===== src/rtl/ysyx_220053_div64.sv =====
`default_nettype none
// ============================================================================
// Module  : ysyx_220053_div64
// Brief   : Iterative restoring 64/32-bit divider, signed and unsigned,
//           with single-cycle divide-by-zero and signed-overflow paths.
// Revision: 1.0 - initial release
// ============================================================================
module ysyx_220053_div64 (
  input  logic        clk,
  input  logic        rst,
  input  logic        div_valid,
  input  logic        div_signed,
  input  logic        divw,
  input  logic [63:0] dividend,
  input  logic [63:0] divisor,
  input  logic        flush,
  output logic        div_ready,
  output logic        out_valid,
  output logic [63:0] quotient,
  output logic [63:0] remainder
);

  typedef enum logic [1:0] {
    S_IDLE = 2'd0,
    S_BUSY = 2'd1,
    S_DONE = 2'd2
  } state_t;

  state_t      r_state, w_next_state;
  logic        r_w, r_q_neg, r_r_neg, r_fast;
  logic [5:0]  r_cnt;
  logic [63:0] r_dvs, r_rem, r_quo;

  logic        w_accept, w_a_neg, w_b_neg, w_dbz, w_ovf, w_ge;
  logic [63:0] w_a_mag, w_b_mag, w_dvd_w;
  logic [64:0] w_sub;
  logic [63:0] w_q_fix, w_r_fix, w_q_out, w_r_out;

  assign div_ready = (r_state == S_IDLE);
  assign w_accept  = div_valid && div_ready && !flush;

  assign w_a_neg = div_signed & (divw ? dividend[31] : dividend[63]);
  assign w_b_neg = div_signed & (divw ? divisor[31]  : divisor[63]);
  assign w_a_mag = divw ? {32'd0, (w_a_neg ? 32'd0 - dividend[31:0] : dividend[31:0])}
                        : (w_a_neg ? 64'd0 - dividend : dividend);
  assign w_b_mag = divw ? {32'd0, (w_b_neg ? 32'd0 - divisor[31:0] : divisor[31:0])}
                        : (w_b_neg ? 64'd0 - divisor : divisor);
  assign w_dvd_w = {{32{dividend[31]}}, dividend[31:0]};

  assign w_dbz = divw ? (divisor[31:0] == 32'd0) : (divisor == 64'd0);
  assign w_ovf = div_signed &
                 (divw ? (dividend[31:0] == 32'h8000_0000 && divisor[31:0] == 32'hFFFF_FFFF)
                       : (dividend == 64'h8000_0000_0000_0000 && divisor == '1));

  // Partial remainder is {r_rem, next dividend bit}; r_rem[63] set means the
  // 65-bit value already exceeds any 64-bit divisor, so the borrow is ignored.
  assign w_sub = {1'b0, r_rem[62:0], r_quo[63]} - {1'b0, r_dvs};
  assign w_ge  = r_rem[63] | ~w_sub[64];

  assign w_q_fix = r_q_neg ? 64'd0 - r_quo : r_quo;
  assign w_r_fix = r_r_neg ? 64'd0 - r_rem : r_rem;
  assign w_q_out = r_fast ? r_quo : (r_w ? {{32{w_q_fix[31]}}, w_q_fix[31:0]} : w_q_fix);
  assign w_r_out = r_fast ? r_rem : (r_w ? {{32{w_r_fix[31]}}, w_r_fix[31:0]} : w_r_fix);

  always_ff @(posedge clk or posedge rst) begin
    if (rst) r_state <= S_IDLE;
    else     r_state <= w_next_state;
  end

  always_comb begin
    w_next_state = r_state;
    case (r_state)
      S_IDLE:  if (w_accept) w_next_state = (w_dbz || w_ovf) ? S_DONE : S_BUSY;
      S_BUSY:  if (r_cnt == 6'd0) w_next_state = S_DONE;
      S_DONE:  w_next_state = S_IDLE;
      default: w_next_state = S_IDLE;
    endcase
    if (flush) w_next_state = S_IDLE;
  end

  always_ff @(posedge clk or posedge rst) begin
    if (rst) begin
      out_valid <= 1'b0;
      quotient  <= 64'd0;
      remainder <= 64'd0;
      r_w       <= 1'b0;
      r_q_neg   <= 1'b0;
      r_r_neg   <= 1'b0;
      r_fast    <= 1'b0;
      r_cnt     <= 6'd0;
      r_dvs     <= 64'd0;
      r_rem     <= 64'd0;
      r_quo     <= 64'd0;
    end else begin
      out_valid <= (r_state == S_DONE) && !flush;
      if (r_state == S_DONE && !flush) begin
        quotient  <= w_q_out;
        remainder <= w_r_out;
      end
      if (w_accept) begin
        r_w     <= divw;
        r_q_neg <= w_a_neg ^ w_b_neg;
        r_r_neg <= w_a_neg;
        r_dvs   <= w_b_mag;
        r_fast  <= w_dbz | w_ovf;
        r_cnt   <= divw ? 6'd31 : 6'd63;
        if (w_dbz) begin
          r_quo <= '1;
          r_rem <= divw ? w_dvd_w : dividend;
        end else if (w_ovf) begin
          r_quo <= divw ? w_dvd_w : dividend;
          r_rem <= 64'd0;
        end else begin
          // W operands start in the upper half so 32 shifts land the quotient low.
          r_quo <= divw ? {w_a_mag[31:0], 32'd0} : w_a_mag;
          r_rem <= 64'd0;
        end
      end else if (r_state == S_BUSY && !flush) begin
        r_rem <= w_ge ? w_sub[63:0] : {r_rem[62:0], r_quo[63]};
        r_quo <= {r_quo[62:0], w_ge};
        if (r_cnt != 6'd0) r_cnt <= r_cnt - 6'd1;
      end
    end
  end

endmodule
`default_nettype wire

===== config.mk =====
export PLATFORM = sky130hd
export DESIGN_NAME = ysyx_220053_div64
export DESIGN_NICKNAME = d
export VERILOG_FILES = /design/src/rtl/ysyx_220053_div64.sv
export SDC_FILE = /design/constraint.sdc
export NUM_CORES = 1
export LEC_CHECK = 0
export CELL_PAD_IN_SITES_DETAIL_PLACEMENT = 0
export CELL_PAD_IN_SITES_GLOBAL_PLACEMENT = 1
export CORE_ASPECT_RATIO = 0.5
export CORE_MARGIN = 4
export CORE_UTILIZATION = 47
export CTS_CLUSTER_DIAMETER = 30
export CTS_CLUSTER_SIZE = 28
export DETAILED_ROUTE_END_ITERATION = 8
export PLACE_DENSITY_LB_ADDON = 0.1
export SETUP_SLACK_MARGIN = 0.2
export SYNTH_ARGS = -nofsm -noshare
export SYNTH_HDL_FRONTEND = slang
export SYNTH_SLANG_ARGS = --single-unit
export TNS_END_PERCENT = 10

===== constraint.sdc =====
create_clock -name clk -period 18 [get_ports clk]
set_input_delay 3.6 -clock clk [delete_from_list [all_inputs] [get_ports clk]]
set_output_delay 3.6 -clock clk [all_outputs]
set_load 0.02 [all_outputs]

After elaboration in Yosys (flattened, before gate mapping)
Index checks and enable logic that the tools add are counted.
Storage, ports and cells
  flip-flop bits (word level): 333
  bits of input ports: 134
Operators by class
  reductions and logical operators: 17
  muxes and demuxes: 35
  bitwise operators: 7
  add/subtract/negate cells: 8
  equal/unequal tests: 8
Operators by type and width (number)
  $mux 64: 20
  $sub 1x64->64 const A: 4
  $eq 64x64->1 const B: 2
  $sub 64x64->65: 1
  $eq 32x32->1 const B: 2
  $logic_not 64->1: 1
  $mux 32: 2
  $sub 1x32->32 const A: 2
  $logic_not 32->1: 1
  $mux 6: 4
  $mux 2: 4
  $logic_and 1x1->1: 6
  $logic_not 6->1: 1
  $reduce_bool 6->1: 1
  $sub 6x1->6 const B: 1
  $mux 1: 4
  $pmux 2 s2: 1
  $reduce_and 2->1: 2
  $reduce_bool 2->1: 2
  $and 1x1->1: 3
  $ne 3x2->1 const B: 1
  $ne 3x3->1 const B: 1
  $eq 2x1->1 const B: 1
  $eq 2x2->1 const B: 1
  6 further kinds: 7

Longest topological paths before layout
  depth in word-level cells: 9
  gate-level depth with buffers: 17
  depth with buffers taken out: 13

Worst setup path after synthesis
No wires, ideal clock.
  path type: input -> register
  from: input divisor[7]
  to: register r_dvs[57]
  stages on the path: 12
  setup time: 0.121 ns
  data arrival time: 6.395 ns
  setup slack: 11.484 ns
  cells stage by stage: or4_1 -> or3_1 -> clkbuf_1 -> nor2_1 -> nor4bb_1 -> clkbuf_1 -> nand4_1 -> or2_2 -> nor2_1 -> a31oi_1 -> xor2_1 -> a22o_1
On the way
  longest elaborated chain between the ends: 3
Ends and longest elaborated chain
  from (decl): line 15  | input logic [63:0] divisor,
  $sub 1x64->64: line 47  | : (w_b_neg ? 64'd0 - divisor : divisor);
  $mux 64: line 47
  $mux 64: line 46  | assign w_b_mag = divw ? {32'd0, (w_b_neg ? 32'd0 - divisor[31:0] : divisor[31:0])}
  to (signal assigned): line 104  | r_dvs <= w_b_mag;
  to (decl): line 32  | logic [63:0] r_dvs, r_rem, r_quo;
No other way between the ends.
A chain may end at the register's enable or synchronous reset.

Worst setup path after layout
  from: input divisor[7]
  to: register r_rem[31]
On the way
  longest elaborated chain between the ends: 4
  elaborated cells on any way between the ends: 5
Ends and longest elaborated chain
  $logic_not 64->1 or $logic_not 32->1 (tied branches): line 50  | assign w_dbz = divw ? (divisor[31:0] == 32'd0) : (divisor == 64'd0);
  $mux 1 *: line 50
  $mux 64 *: line 107  | if (w_dbz) begin
  $mux 64 *: line 100  | if (w_accept) begin
  to (signal assigned): line 109  | r_rem <= divw ? w_dvd_w : dividend;
  to (signal assigned): line 119  | r_rem <= w_ge ? w_sub[63:0] : {r_rem[62:0], r_quo[63]};
  to (decl): line 32
Every way passes the cells marked *; elsewhere a longest branch is shown, timed or not.

==> results.json <==
{
  "status": "finished, final reports clean",
  "wl_per_cell_um": 23.2,
  "hpwl_um": 71900,
  "wl_um": 94800,
  "synth_nets": 3390,
  "synthCells": 3184,
  "fin_skew_ps": 31.7,
  "postCtsSetupBuffers": 0,
  "cp.required_ps": 18530,
  "setup_tns_ps": 0,
  "drv_cap": 0,
  "crit_path_start_kind": "input port",
  "ir_drop_v": 0.0000920,
  "gr-total-overflow": 0,
  "fp.dieW_um": 334,
  "fin_area_mm2": 0.0300,
  "place.gp.congestion": 0.979,
  "grt_pass1_vias": 23000,
  "syn-cell-area_mm2": 0.0250,
  "fillers": 4957,
  "cts_tree": "built",
  "vias_per_cell": 6.17,
  "critical_path_class": "in -> reg",
  "worstReg2RegStart": "r_quo[63]$_DFFE_PP0P_",
  "period_share": 0.418,
  "first_iter_violations": 2824,
  "power_uw": 5320,
  "clockPowerShare": 0.213,
  "pwr-share-comb": 0.511,
  "switchingPower_uw": 2510,
  "final-setup-viol-count": 0,
  "boundaryPins": 264,
  "dp_cells": 3975,
  "synth_warnings": 0,
  "avgSynthCellArea_um2": 7.84,
  "worst_pin_slew_ps": 1280,
  "num_vias": 25200,
  "clock_path_buffers": 3,
  "internal_power_uw": 2810,
  "antenna_found_initial": 5,
  "cts_buffers": 59,
  "final.min_clock_period_ps": 7520,
  "row_count": 59,
  "async_flop_share": 1.00,
  "ys.flop_type": "dfrtp_1",
  "layout-drive-gt1-share": 0.0627,
  "core_mm2": 0.0523,
  "cp-endpoint": "r_rem[31]$_DFFE_PP0P_",
  "ff2ff_path_depth": 15,
  "arrival_ps": 8050,
  "grt.total_usage": 0.322,
  "reg2reg_to": "r_rem[61]$_DFFE_PP0P_",
  "swShare": 0.471,
  "drc": 0,
  "drt.antenna.violating_nets": 0,
  "ys_ff_latch": 333,
  "cts_root_buf": "clkbuf_16",
  "critPathMaxFanout": 43,
  "grt_pass1_wl_um": 143000,
  "port_buffers": 263,
  "drv_slew": 0,
  "slew_headroom": 0.139,
  "power_frac_seq": 0.275,
  "cts_hold_buf": 0,
  "clkTransAtPathRegs_ps": 60,
  "yosysSeqAreaShare": 0.334,
  "synth-edff-count": 0,
  "insertion_delay_ps": 630,
  "start_util": 0.478,
  "timing.hold.ws_ps": 475,
  "cts_htree_levels": 2,
  "final_cells": 4088,
  "p_leak_uw": 0.0122,
  "hp-class": "reg -> reg",
  "worstSetupEndpointType": "flop",
  "finalHoldViolations": 0,
  "final_nets": 3541,
  "layout_commonest_cell": "nand2_1",
  "setup.worst_path.start": "divisor[7]",
  "placed_area_mm2": 0.0279,
  "power_density_mw_per_mm2": 178,
  "die_y_um": 171,
  "yosysUniqueCellTypes": 88,
  "layout_common_cells": "nand2_1 (455), o21ai_0 (357), dfrtp_1 (331)",
  "postCtsResizedCells": 0,
  "grt_start_max_net_pins": 150,
  "clock.fmax_mhz": 133,
  "area_growth_pct": 20.1,
  "r2r_slack_ps": 12560,
  "cts_sinks": 333,
  "die-area_mm2": 0.0571,
  "dr.pass1.iters": 6,
  "rsz0062_at_grt": "no"
}
cell usage after synthesis (12+ instances only):
master / number / area, µm²
nor3_1: 74 / 370
o21bai_1: 14 / 105
a211oi_1: 17 / 128
a31oi_1: 81 / 507
o41ai_1: 27 / 236
xor2_1: 103 / 902
o21ai_0: 357 / 1790
buf_1: 14 / 52.6
and2_1: 15 / 93.8
a21oi_1: 249 / 1250
nor2_1: 213 / 800
dfrtp_1: 333 / 8330
nand4_1: 41 / 257
nor4_1: 28 / 175
o22ai_1: 26 / 163
inv_1: 117 / 439
o221ai_1: 12 / 105
o21a_1: 19 / 143
o31ai_1: 56 / 420
nand2_1: 457 / 1720
a22oi_1: 54 / 405
a21o_1: 32 / 240
xnor2_1: 141 / 1230
mux2i_1: 55 / 551
nand2b_1: 12 / 75.1
nand3_1: 66 / 330
and3_1: 13 / 81.3
a21boi_0: 18 / 135
or4_1: 27 / 203
clkbuf_1: 186 / 698
ha_1: 71 / 888
or3_1: 49 / 307
o211ai_1: 55 / 413
critical path, cell delays in order:
cell and delay (ps):
clkdlybuf4s50_1 500, or4_1 590, or3_1 440, nor3_1 450, nand4_1 260, nor2_1 750, a21oi_2 20, buf_4 320
nor2_4 710, a22o_1 230, a31oi_1 40, o21ai_0 110
kinds of logic after synthesis:
| logic type | share of synthesized area |
|---|---|
| AOI/OAI and AO/OA | 0.267 |
| buffers and inverters | 0.0542 |
| xor gates and xnor gates | 0.0856 |
| muxes | 0.0252 |
| DFF | 0.334 |
| and+or+nand+nor | 0.198 |
| adders and majority gates | 0.0364 |
worst min-delay path by stage:
stage	startpoint	slack (ps)	end	cells after the start
after floorplan	r_dvs[35]$_DFFE_PP0P_	450	r_dvs[35]$_DFFE_PP0P_	2
after global placement	r_dvs[19]$_DFFE_PP0P_	460	r_dvs[19]$_DFFE_PP0P_	2
after detailed placement	quotient[29]$_DFFE_PP0P_	470	quotient[29]$_DFFE_PP0P_	2
after CTS	remainder[4]$_DFFE_PP0P_	480	remainder[4]$_DFFE_PP0P_	2
after global routing	r_dvs[12]$_DFFE_PP0P_	490	r_dvs[12]$_DFFE_PP0P_	2
final	r_dvs[21]$_DFFE_PP0P_	480	r_dvs[21]$_DFFE_PP0P_	2
per-stage QoR:
step | setup WS [ps] | utilization
2_1_floorplan | 5180 | -
3_3_place_gp | 10110 | 0.535
3_5_place_dp | 10030 | 0.535
4_1_cts | 10680 | 0.573
5_1_grt | 10220 | 0.573
6_report | 10480 | 0.573
power groups by stage:
stage / Sequential, µW / Clock, µW / Combinational, µW
4_1_cts: 1440 / 1150 / 2670
6_report: 1470 / 1140 / 2720
2_1_floorplan: 1410 / 0 / 1680
3_5_place_dp: 1450 / 0 / 2660
3_3_place_gp: 1440 / 0 / 2640
5_1_grt: 1490 / 1180 / 2960
layout make-up:
type | count | area (µm²) | area share
antenna | 5 | 12.5 | 0.000417
clock buffer | 67 | 1560 | 0.0519
clock inverter | 41 | 462 | 0.0154
inverter | 119 | 454 | 0.0152
multi-input combinational | 2519 | 15300 | 0.511
sequential | 333 | 8340 | 0.278
tap | 701 | 877 | 0.0293
timing repair buffer | 303 | 2950 | 0.0985
flip-flops by register name, indices dropped and copies added, names as in the netlist:
| name | cells |
|---|---|
| out_valid | 1 |
| quotient | 64 |
| r_cnt | 6 |
| r_dvs | 64 |
| r_fast | 1 |
| r_q_neg | 1 |
| r_quo | 64 |
| r_r_neg | 1 |
| r_rem | 64 |
| r_state | 2 |
| r_w | 1 |
| remainder | 64 |
metal layers:
layer / GRT usage / vias up / share of wire
li1: - / 11900 / -
met1: 0.492 / 11900 / 0.46
met2: 0.434 / 1276 / 0.38
met3: 0.106 / 147 / 0.13
met4: 0.0746 / 0 / 0.020
met5: 0 / - / 0
(Power assumes the default switching activity.)
